$ cat config.mk
export PLATFORM = sky130hd
export DESIGN_NAME = scanner_commander_flat
export DESIGN_NICKNAME = d
export VERILOG_FILES = /design/src/rtl/scanner_commander_if.sv /design/src/rtl/scanner_commander.sv /design/src/flat_wrapper.sv
export SDC_FILE = /design/constraint.sdc
export NUM_CORES = 1
export LEC_CHECK = 0
export ABC_AREA = 0
export CORE_MARGIN = 2
export CORE_UTILIZATION = 56
export DETAILED_ROUTE_END_ITERATION = 10
export GPL_TIMING_DRIVEN = 0
export PLACE_DENSITY = 0.84
export SETUP_SLACK_MARGIN = 0.2
export SYNTH_ARGS = -nofsm -noshare
export SYNTH_HDL_FRONTEND = slang
export SYNTH_SLANG_ARGS = --single-unit
$ cat constraint.sdc
create_clock -name clk -period 3.7 [get_ports clk]
set_input_delay 0.74 -clock clk [delete_from_list [all_inputs] [get_ports clk]]
set_output_delay 0.74 -clock clk [all_outputs]
set_load 0.02 [all_outputs]
$ cat src/rtl/scanner_commander_if.sv
// Host/scanner signal bundle for scanner_commander.
// slave: the commander itself; master: the host and scanner side that drives it.
interface scanner_commander_if;
    logic       host_req;
    logic       host_flush;
    logic       host_clr;
    logic [2:0] scan_state;
    logic [3:0] scan_prog;
    logic       goToStandby;
    logic       startScan;
    logic       startTransfer;
    logic       flush;
    logic       busy;
    logic       done;
    logic       fault;
    logic [1:0] fault_code;

    modport slave (
        input  host_req, host_flush, host_clr, scan_state, scan_prog,
        output goToStandby, startScan, startTransfer, flush, busy, done, fault, fault_code
    );

    modport master (
        output host_req, host_flush, host_clr, scan_state, scan_prog,
        input  goToStandby, startScan, startTransfer, flush, busy, done, fault, fault_code
    );
endinterface

$ cat src/rtl/scanner_commander.sv
// scanner_commander: host-side initiator that walks one scanner through
// wake -> scan -> transfer/flush -> low power, supervising every wait with a timeout.
// Optional macro PROG_CHECK_EN adds monotonic progress checking (fault code 11).
module scanner_commander #(
    parameter int unsigned TIMEOUT_CYCLES = 64,
    parameter int unsigned PROG_FULL      = 10
) (
    input logic                 clk,
    input logic                 reset,
    scanner_commander_if.slave  bus
);

    typedef enum logic [3:0] {
        StIdle, StWake, StWaitSb, StStart, StWaitScan, StDecide, StWaitDrain, StFinish, StFault
    } state_e;

    localparam logic [2:0] ScLowPower = 3'b000;
    localparam logic [2:0] ScStandby  = 3'b001;
    localparam logic [2:0] ScScanning = 3'b010;
    localparam logic [2:0] ScIdle     = 3'b011;
    localparam logic [2:0] ScXfer     = 3'b100;
    localparam logic [2:0] ScFlush    = 3'b101;

    localparam logic [1:0] CodeNone    = 2'b00;
    localparam logic [1:0] CodeTimeout = 2'b01;
    localparam logic [1:0] CodeState   = 2'b10;
    localparam logic [1:0] CodeProg    = 2'b11;

    localparam logic [7:0] TimeoutLast = 8'(TIMEOUT_CYCLES - 1);
    localparam logic [3:0] ProgFull    = 4'(PROG_FULL);

    state_e     state_q, state_d;
    logic [7:0] timer_q, timer_d;
    logic       flush_flag_q, flush_flag_d;
    logic [1:0] code_q, code_d;
    logic       gts_q, gts_d;
    logic       start_q, start_d;
    logic       xfer_q, xfer_d;
    logic       flush_q, flush_d;
    logic       timed_out;
    logic       prog_bad;

    // The wait that started at timer 0 has now spent TIMEOUT_CYCLES cycles.
    assign timed_out = (timer_q == TimeoutLast);

`ifdef PROG_CHECK_EN
    logic [3:0] prog_q;

    // Previous-cycle progress sample for step checking.
    always_ff @(posedge clk) begin
        if (reset) begin
            prog_q <= 4'd0;
        end else begin
            prog_q <= bus.scan_prog;
        end
    end

    // Flag any progress change that is not a legal single step for the current phase.
    always_comb begin
        prog_bad = 1'b0;
        if (bus.scan_prog != prog_q) begin
            if (state_q == StWaitScan) begin
                prog_bad = !((prog_q < ProgFull) && (bus.scan_prog == prog_q + 4'd1));
            end else if (state_q == StWaitDrain) begin
                if ((bus.scan_state == ScXfer) || (bus.scan_state == ScFlush)) begin
                    prog_bad = !((prog_q != 4'd0) && (bus.scan_prog == prog_q - 4'd1));
                end else begin
                    prog_bad = 1'b1;
                end
            end
        end
    end
`else
    assign prog_bad = 1'b0;
`endif

    // State, timer, latched flag, fault code and registered command pulses.
    always_ff @(posedge clk) begin
        if (reset) begin
            state_q      <= StIdle;
            timer_q      <= 8'd0;
            flush_flag_q <= 1'b0;
            code_q       <= CodeNone;
            gts_q        <= 1'b0;
            start_q      <= 1'b0;
            xfer_q       <= 1'b0;
            flush_q      <= 1'b0;
        end else begin
            state_q      <= state_d;
            timer_q      <= timer_d;
            flush_flag_q <= flush_flag_d;
            code_q       <= code_d;
            gts_q        <= gts_d;
            start_q      <= start_d;
            xfer_q       <= xfer_d;
            flush_q      <= flush_d;
        end
    end

    // Next-state logic; state/progress faults take priority, exit beats timeout.
    always_comb begin
        state_d      = state_q;
        flush_flag_d = flush_flag_q;
        code_d       = code_q;
        gts_d        = 1'b0;
        start_d      = 1'b0;
        xfer_d       = 1'b0;
        flush_d      = 1'b0;
        timer_d      = timer_q;

        unique case (state_q)
            StIdle: begin
                if (bus.host_req) begin
                    flush_flag_d = bus.host_flush;
                    state_d      = StWake;
                end
            end
            StWake: begin
                if (bus.scan_state == ScLowPower) begin
                    gts_d   = 1'b1;
                    state_d = StWaitSb;
                end else begin
                    code_d  = CodeState;
                    state_d = StFault;
                end
            end
            StWaitSb: begin
                if (bus.scan_state == ScStandby) begin
                    state_d = StStart;
                end else if (timed_out) begin
                    code_d  = CodeTimeout;
                    state_d = StFault;
                end
            end
            StStart: begin
                start_d = 1'b1;
                state_d = StWaitScan;
            end
            StWaitScan: begin
                if (!((bus.scan_state == ScStandby) || (bus.scan_state == ScScanning) ||
                      ((bus.scan_state == ScIdle) && (bus.scan_prog == ProgFull)))) begin
                    code_d  = CodeState;
                    state_d = StFault;
                end else if (prog_bad) begin
                    code_d  = CodeProg;
                    state_d = StFault;
                end else if (bus.scan_state == ScIdle) begin
                    state_d = StDecide;
                end else if (timed_out) begin
                    code_d  = CodeTimeout;
                    state_d = StFault;
                end
            end
            StDecide: begin
                flush_d = flush_flag_q;
                xfer_d  = !flush_flag_q;
                state_d = StWaitDrain;
            end
            StWaitDrain: begin
                if (!((bus.scan_state == ScIdle) || (bus.scan_state == ScXfer) ||
                      (bus.scan_state == ScFlush) || (bus.scan_state == ScLowPower))) begin
                    code_d  = CodeState;
                    state_d = StFault;
                end else if (prog_bad) begin
                    code_d  = CodeProg;
                    state_d = StFault;
                end else if (bus.scan_state == ScLowPower) begin
                    state_d = StFinish;
                end else if (timed_out) begin
                    code_d  = CodeTimeout;
                    state_d = StFault;
                end
            end
            StFinish: begin
                state_d = StIdle;
            end
            StFault: begin
                if (bus.host_clr) begin
                    code_d  = CodeNone;
                    state_d = StIdle;
                end
            end
            default: begin
                state_d = StIdle;
            end
        endcase

        if (state_d != state_q) begin
            timer_d = 8'd0;
        end else if ((state_q == StWaitSb) || (state_q == StWaitScan) ||
                     (state_q == StWaitDrain)) begin
            timer_d = timer_q + 8'd1;
        end
    end

    assign bus.goToStandby   = gts_q;
    assign bus.startScan     = start_q;
    assign bus.startTransfer = xfer_q;
    assign bus.flush         = flush_q;
    assign bus.busy          = (state_q != StIdle) && (state_q != StFault);
    assign bus.done          = (state_q == StFinish);
    assign bus.fault         = (state_q == StFault);
    assign bus.fault_code    = code_q;

endmodule

$ cat src/flat_wrapper.sv
// flat-port wrapper written by rule: the top's interface ports become plain ports
module scanner_commander_flat 
#(
    parameter int unsigned TIMEOUT_CYCLES = 64,
    parameter int unsigned PROG_FULL      = 10
)
  (clk, reset, bus_host_req, bus_host_flush, bus_host_clr, bus_scan_state, bus_scan_prog, bus_goToStandby, bus_startScan, bus_startTransfer, bus_flush, bus_busy, bus_done, bus_fault, bus_fault_code);
  scanner_commander_if bus_i ();
  input logic clk;
  input logic reset;
  input wire logic [$bits(bus_i.host_req)-1:0] bus_host_req;
  input wire logic [$bits(bus_i.host_flush)-1:0] bus_host_flush;
  input wire logic [$bits(bus_i.host_clr)-1:0] bus_host_clr;
  input wire logic [$bits(bus_i.scan_state)-1:0] bus_scan_state;
  input wire logic [$bits(bus_i.scan_prog)-1:0] bus_scan_prog;
  output wire logic [$bits(bus_i.goToStandby)-1:0] bus_goToStandby;
  output wire logic [$bits(bus_i.startScan)-1:0] bus_startScan;
  output wire logic [$bits(bus_i.startTransfer)-1:0] bus_startTransfer;
  output wire logic [$bits(bus_i.flush)-1:0] bus_flush;
  output wire logic [$bits(bus_i.busy)-1:0] bus_busy;
  output wire logic [$bits(bus_i.done)-1:0] bus_done;
  output wire logic [$bits(bus_i.fault)-1:0] bus_fault;
  output wire logic [$bits(bus_i.fault_code)-1:0] bus_fault_code;
  assign bus_i.host_req = bus_host_req;
  assign bus_i.host_flush = bus_host_flush;
  assign bus_i.host_clr = bus_host_clr;
  assign bus_i.scan_state = bus_scan_state;
  assign bus_i.scan_prog = bus_scan_prog;
  assign bus_goToStandby = bus_i.goToStandby;
  assign bus_startScan = bus_i.startScan;
  assign bus_startTransfer = bus_i.startTransfer;
  assign bus_flush = bus_i.flush;
  assign bus_busy = bus_i.busy;
  assign bus_done = bus_i.done;
  assign bus_fault = bus_i.fault;
  assign bus_fault_code = bus_i.fault_code;
  scanner_commander #(.TIMEOUT_CYCLES(TIMEOUT_CYCLES), .PROG_FULL(PROG_FULL)) u_core (.clk(clk), .reset(reset), .bus(bus_i));
endmodule
==> summary.md <==
| Metric | Value |
|---|---|
| Hpwl dp | `2200 um` |
| Initial antenna violation count | `0` |
| Via density | `6.05` |
| Count leader, synth | `dfxtp_1` |
| Avg WL per Cell | `14.5 um` |
| Syn. warnings | `0` |
| Num ports | `21` |
| Area of the mapped netlist | `1240 um2` |
| Worst path slowest cell | `clkdlybuf4s50_1` |
| Switching power total | `about 0.00012 W` |
| Post-Syn Nets | `161` |
| Post-CTS Setup Bufs | `0` |
| Antenna cells | `0` |
| Pint | `0.000287 W` |
| Worst r2r src | `u_core.timer_q[0]$_SDFFE_PP0P_` |
| Number of buffers created by CTS | `3` |
| Commonest cells post-synth | `dfxtp_1, nor2_1, nor3_1, nand2_1, nand3_1` |
| Ratio of cells with drive above 1 in the final layout | `11.7%` |
| Synth-to-layout area growth | `20.2%` |
| Drt total wl | `2890 um` |
| Switch share | `between 20 and 30%` |
| Critical path data required time | `2.96 ns` |
| Worst hold path startpoint | `u_core.flush_flag_q$_SDFFE_PP0P_` |
| GP Congestion | `0.862` |
| Max-cap violation count | `0` |
| TritonRoute pass-1 iters | `4` |
| Max Clk Rate | `366 MHz` |
| Max clock buf depth | `2` |
| Clock tree sinks | `19` |
| Fin nets | `185` |
| CP startpoint kind | `flop` |
| Non-Filler Instances | `199` |
| Worst-Margin Slew | `0.631 ns` |
| Starting Density | `a little under 60%` |
| Die W | `51.1 um` |
| Max incr delay on CP | `0.62 ns` |
| WS Path Type | `reg2out` |
| Worst reg-to-reg path cell count | `6` |
| Crit path time final | `2.73 ns` |
| CP Capture Type | `primary output` |
| Yosys top cell area share | `a little under a third` |
| Crit path depth | `4` |
| Crit share post-route | `between 70% and 80%` |
| VDD IR-drop max | `roughly 0.15 mV` |
| Sequential area share after synthesis | `30.6%` |
| DRC violations left | `0` |
| CP Data Arrival Time | `1.99 ns` |
| Die area | `2610 um2` |
| Final setup violation count | `0` |
| DP Cell Count | `195` |
| Post-route setup TNS | `0 ns` |
| IO buf count | `19` |
| Async set-reset flop share out of synthesis | `0%` |
| TritonCTS clock tree | `yes` |
| Ys flop type | `dfxtp_1` |
| Clock slew at reported path FFs | `0.11 ns` |
| Largest net degree at the start of global routing | `11` |
| Worst hold slack | `0.460 ns` |
| Final hold viol count | `0` |
| Top delay family on crit path | `buffers and inverters` |
| # resized after CTS | `0` |
| Worst Hold Class | `reg2reg` |
| Ranking of synthesized cells by area | `dfxtp_1, nor3_1, nor2_1, nand3_1, xor2_1` |
| Status | `complete, no violations` |
| Syn Area/Cell | `8.40 um2` |
| Sequential power share | `a little over half` |
| RSZ-0062 raised after global routing | `no` |
| DRT antenna net count | `0` |
| Die height | `51.1 um` |
| Max Clock Skew | `0.00481 ns` |
| Largest area contributor in the netlist | `dfxtp_1` |
| Unique masters post-synth | `50` |
| Flip-flop and latch count after synthesis | `19` |
| Crit Path Max Fanout | `10` |
| Pins Over Slew Limit | `0` |
| Core ar. | `2150 um2` |
| Hold depth | `1` |
| Worst-Skew Late Latency | `0.31 ns` |
| H-tree Lvls | `1` |
| Combinational cell fraction of total power | `20.1%` |
| Clock Tree Root | `clkbuf_4` |
| Total gr overflow | `0` |
| Slew headroom | `around 58%` |
| Via Count | `1203` |
| CTS Hold Bufs | `0` |
| Tot GR Track Use | `23.2%` |
| Cells after synthesis | `148` |
| Vias in the first global route | `1149` |
| Post-synth EDFFs | `0` |
| Clock power frac | `27.4%` |
| WP buf/inv | `3` |
| Site row count | `17` |
| Global-route wire length before repair | `about 4700 um` |
| Worst path cell trace | `buf_2 > inv_1 > nor3_1 > clkdlybuf4s50_1` |
| Crit path launch | `u_core.state_q[2]$_SDFF_PP0_` |
| # fillers | `179` |
| PD cells | `269 nW/um2` |
| Leak pwr | `0.510 nW` |
| Iter 0 DRT Violations | `24` |
## cell usage in the layout (no fill, tap or decap), types with 2 or more instances in the layout
cell type | netlist | layout
nand2b_1 | 3 | 3
nor2_1 | 14 | 14
xnor2_1 | 4 | 4
dfxtp_1 | 19 | 19
a31oi_1 | 3 | 3
nor4_1 | 2 | 2
clkbuf_1 | 1 | 2
clkdlybuf4s50_1 | 0 | 19
a211oi_1 | 2 | 2
nand4bb_1 | 2 | 2
nor2b_1 | 3 | 3
o21ai_0 | 7 | 7
clkbuf_4 | 0 | 3
xor2_1 | 5 | 5
inv_1 | 3 | 3
nand3_1 | 9 | 9
nand2_1 | 11 | 11
buf_2 | 3 | 3
nor3_1 | 12 | 12
nor4b_1 | 2 | 2
nor3b_1 | 2 | 2
mux2i_1 | 2 | 2
clkbuf_8 | 2 | 2
and3_1 | 4 | 4
a21oi_1 | 6 | 6
## final cells by class
type / count / area [um2] / area share (%)
repair buffers: 19 / 190 / 12.7
clock buffers: 4 / 26.3 / 1.76
multi-input cells: 118 / 790 / 52.8
inverters: 3 / 11.3 / 0.753
flip-flops and latches: 19 / 380 / 25.4
well taps: 28 / 35.0 / 2.34
plain buffers: 8 / 62.6 / 4.18
## state kept, by name (all words and copies together), names as in the netlist
name / count
u_core.bus.fault_code: 2
u_core.bus.flush: 1
u_core.bus.goToStandby: 1
u_core.bus.startScan: 1
u_core.bus.startTransfer: 1
u_core.flush_flag_q: 1
u_core.state_q: 4
u_core.timer_q: 8
## metrics by stage
step	cell area (um2)	setup WS [ns]	utilization, %	total power, W
after global routing	1500	0.889	69.6	0.000415
after detailed placement	1470	0.854	68.4	0.000295
after global placement	1470	0.986	68.4	0.000293
final	1500	0.968	69.6	0.000403
after CTS	1500	0.998	69.6	0.000400
after floorplan	1240	1.66	-	0.000266
## final timing paths
path / to / slack, ns
setup / recovery: bus_done / 0.97
hold / removal: u_core.bus.startTransfer$_SDFF_PP0_ / 0.46
setup reg to reg: u_core.timer_q[7]$_SDFFE_PP0P_ / 1.44
hold reg to reg: u_core.bus.startTransfer$_SDFF_PP0_ / 0.46
## cells by family (layout without fill, tap and decap cells)
family          after synthesis  in the layout  share of synthesized area (%)
buf+inv                      11             34                           5.93
mux                           2              2                           1.61
flops                        19             19                           30.6
compound gates               30             30                           17.3
xor+xnor                      9              9                           6.34
simple gates                 76             76                           37.2
fa+ha+maj                     1              1                           1.01
## power by group through the flow
stage,sequential [W],clock (W),combinational (W)
final,0.000211,0.000110,0.0000810
after global routing,0.000212,0.000116,0.0000870
after CTS,0.000211,0.000109,0.0000796
after detailed placement,0.000216,0,0.0000793
after global placement,0.000216,0,0.0000774
after floorplan,0.000217,0,0.0000489
## metal layers
layer	global-route usage (%)	vias up	part of all wire [%]
met3	2.05	9	6.1
met1	29.2	546	45
li1	-	596	-
met2	38.7	52	47
met4	13.1	0	2.4
met5	0	-	0
(Power assumes the default switching activity.)
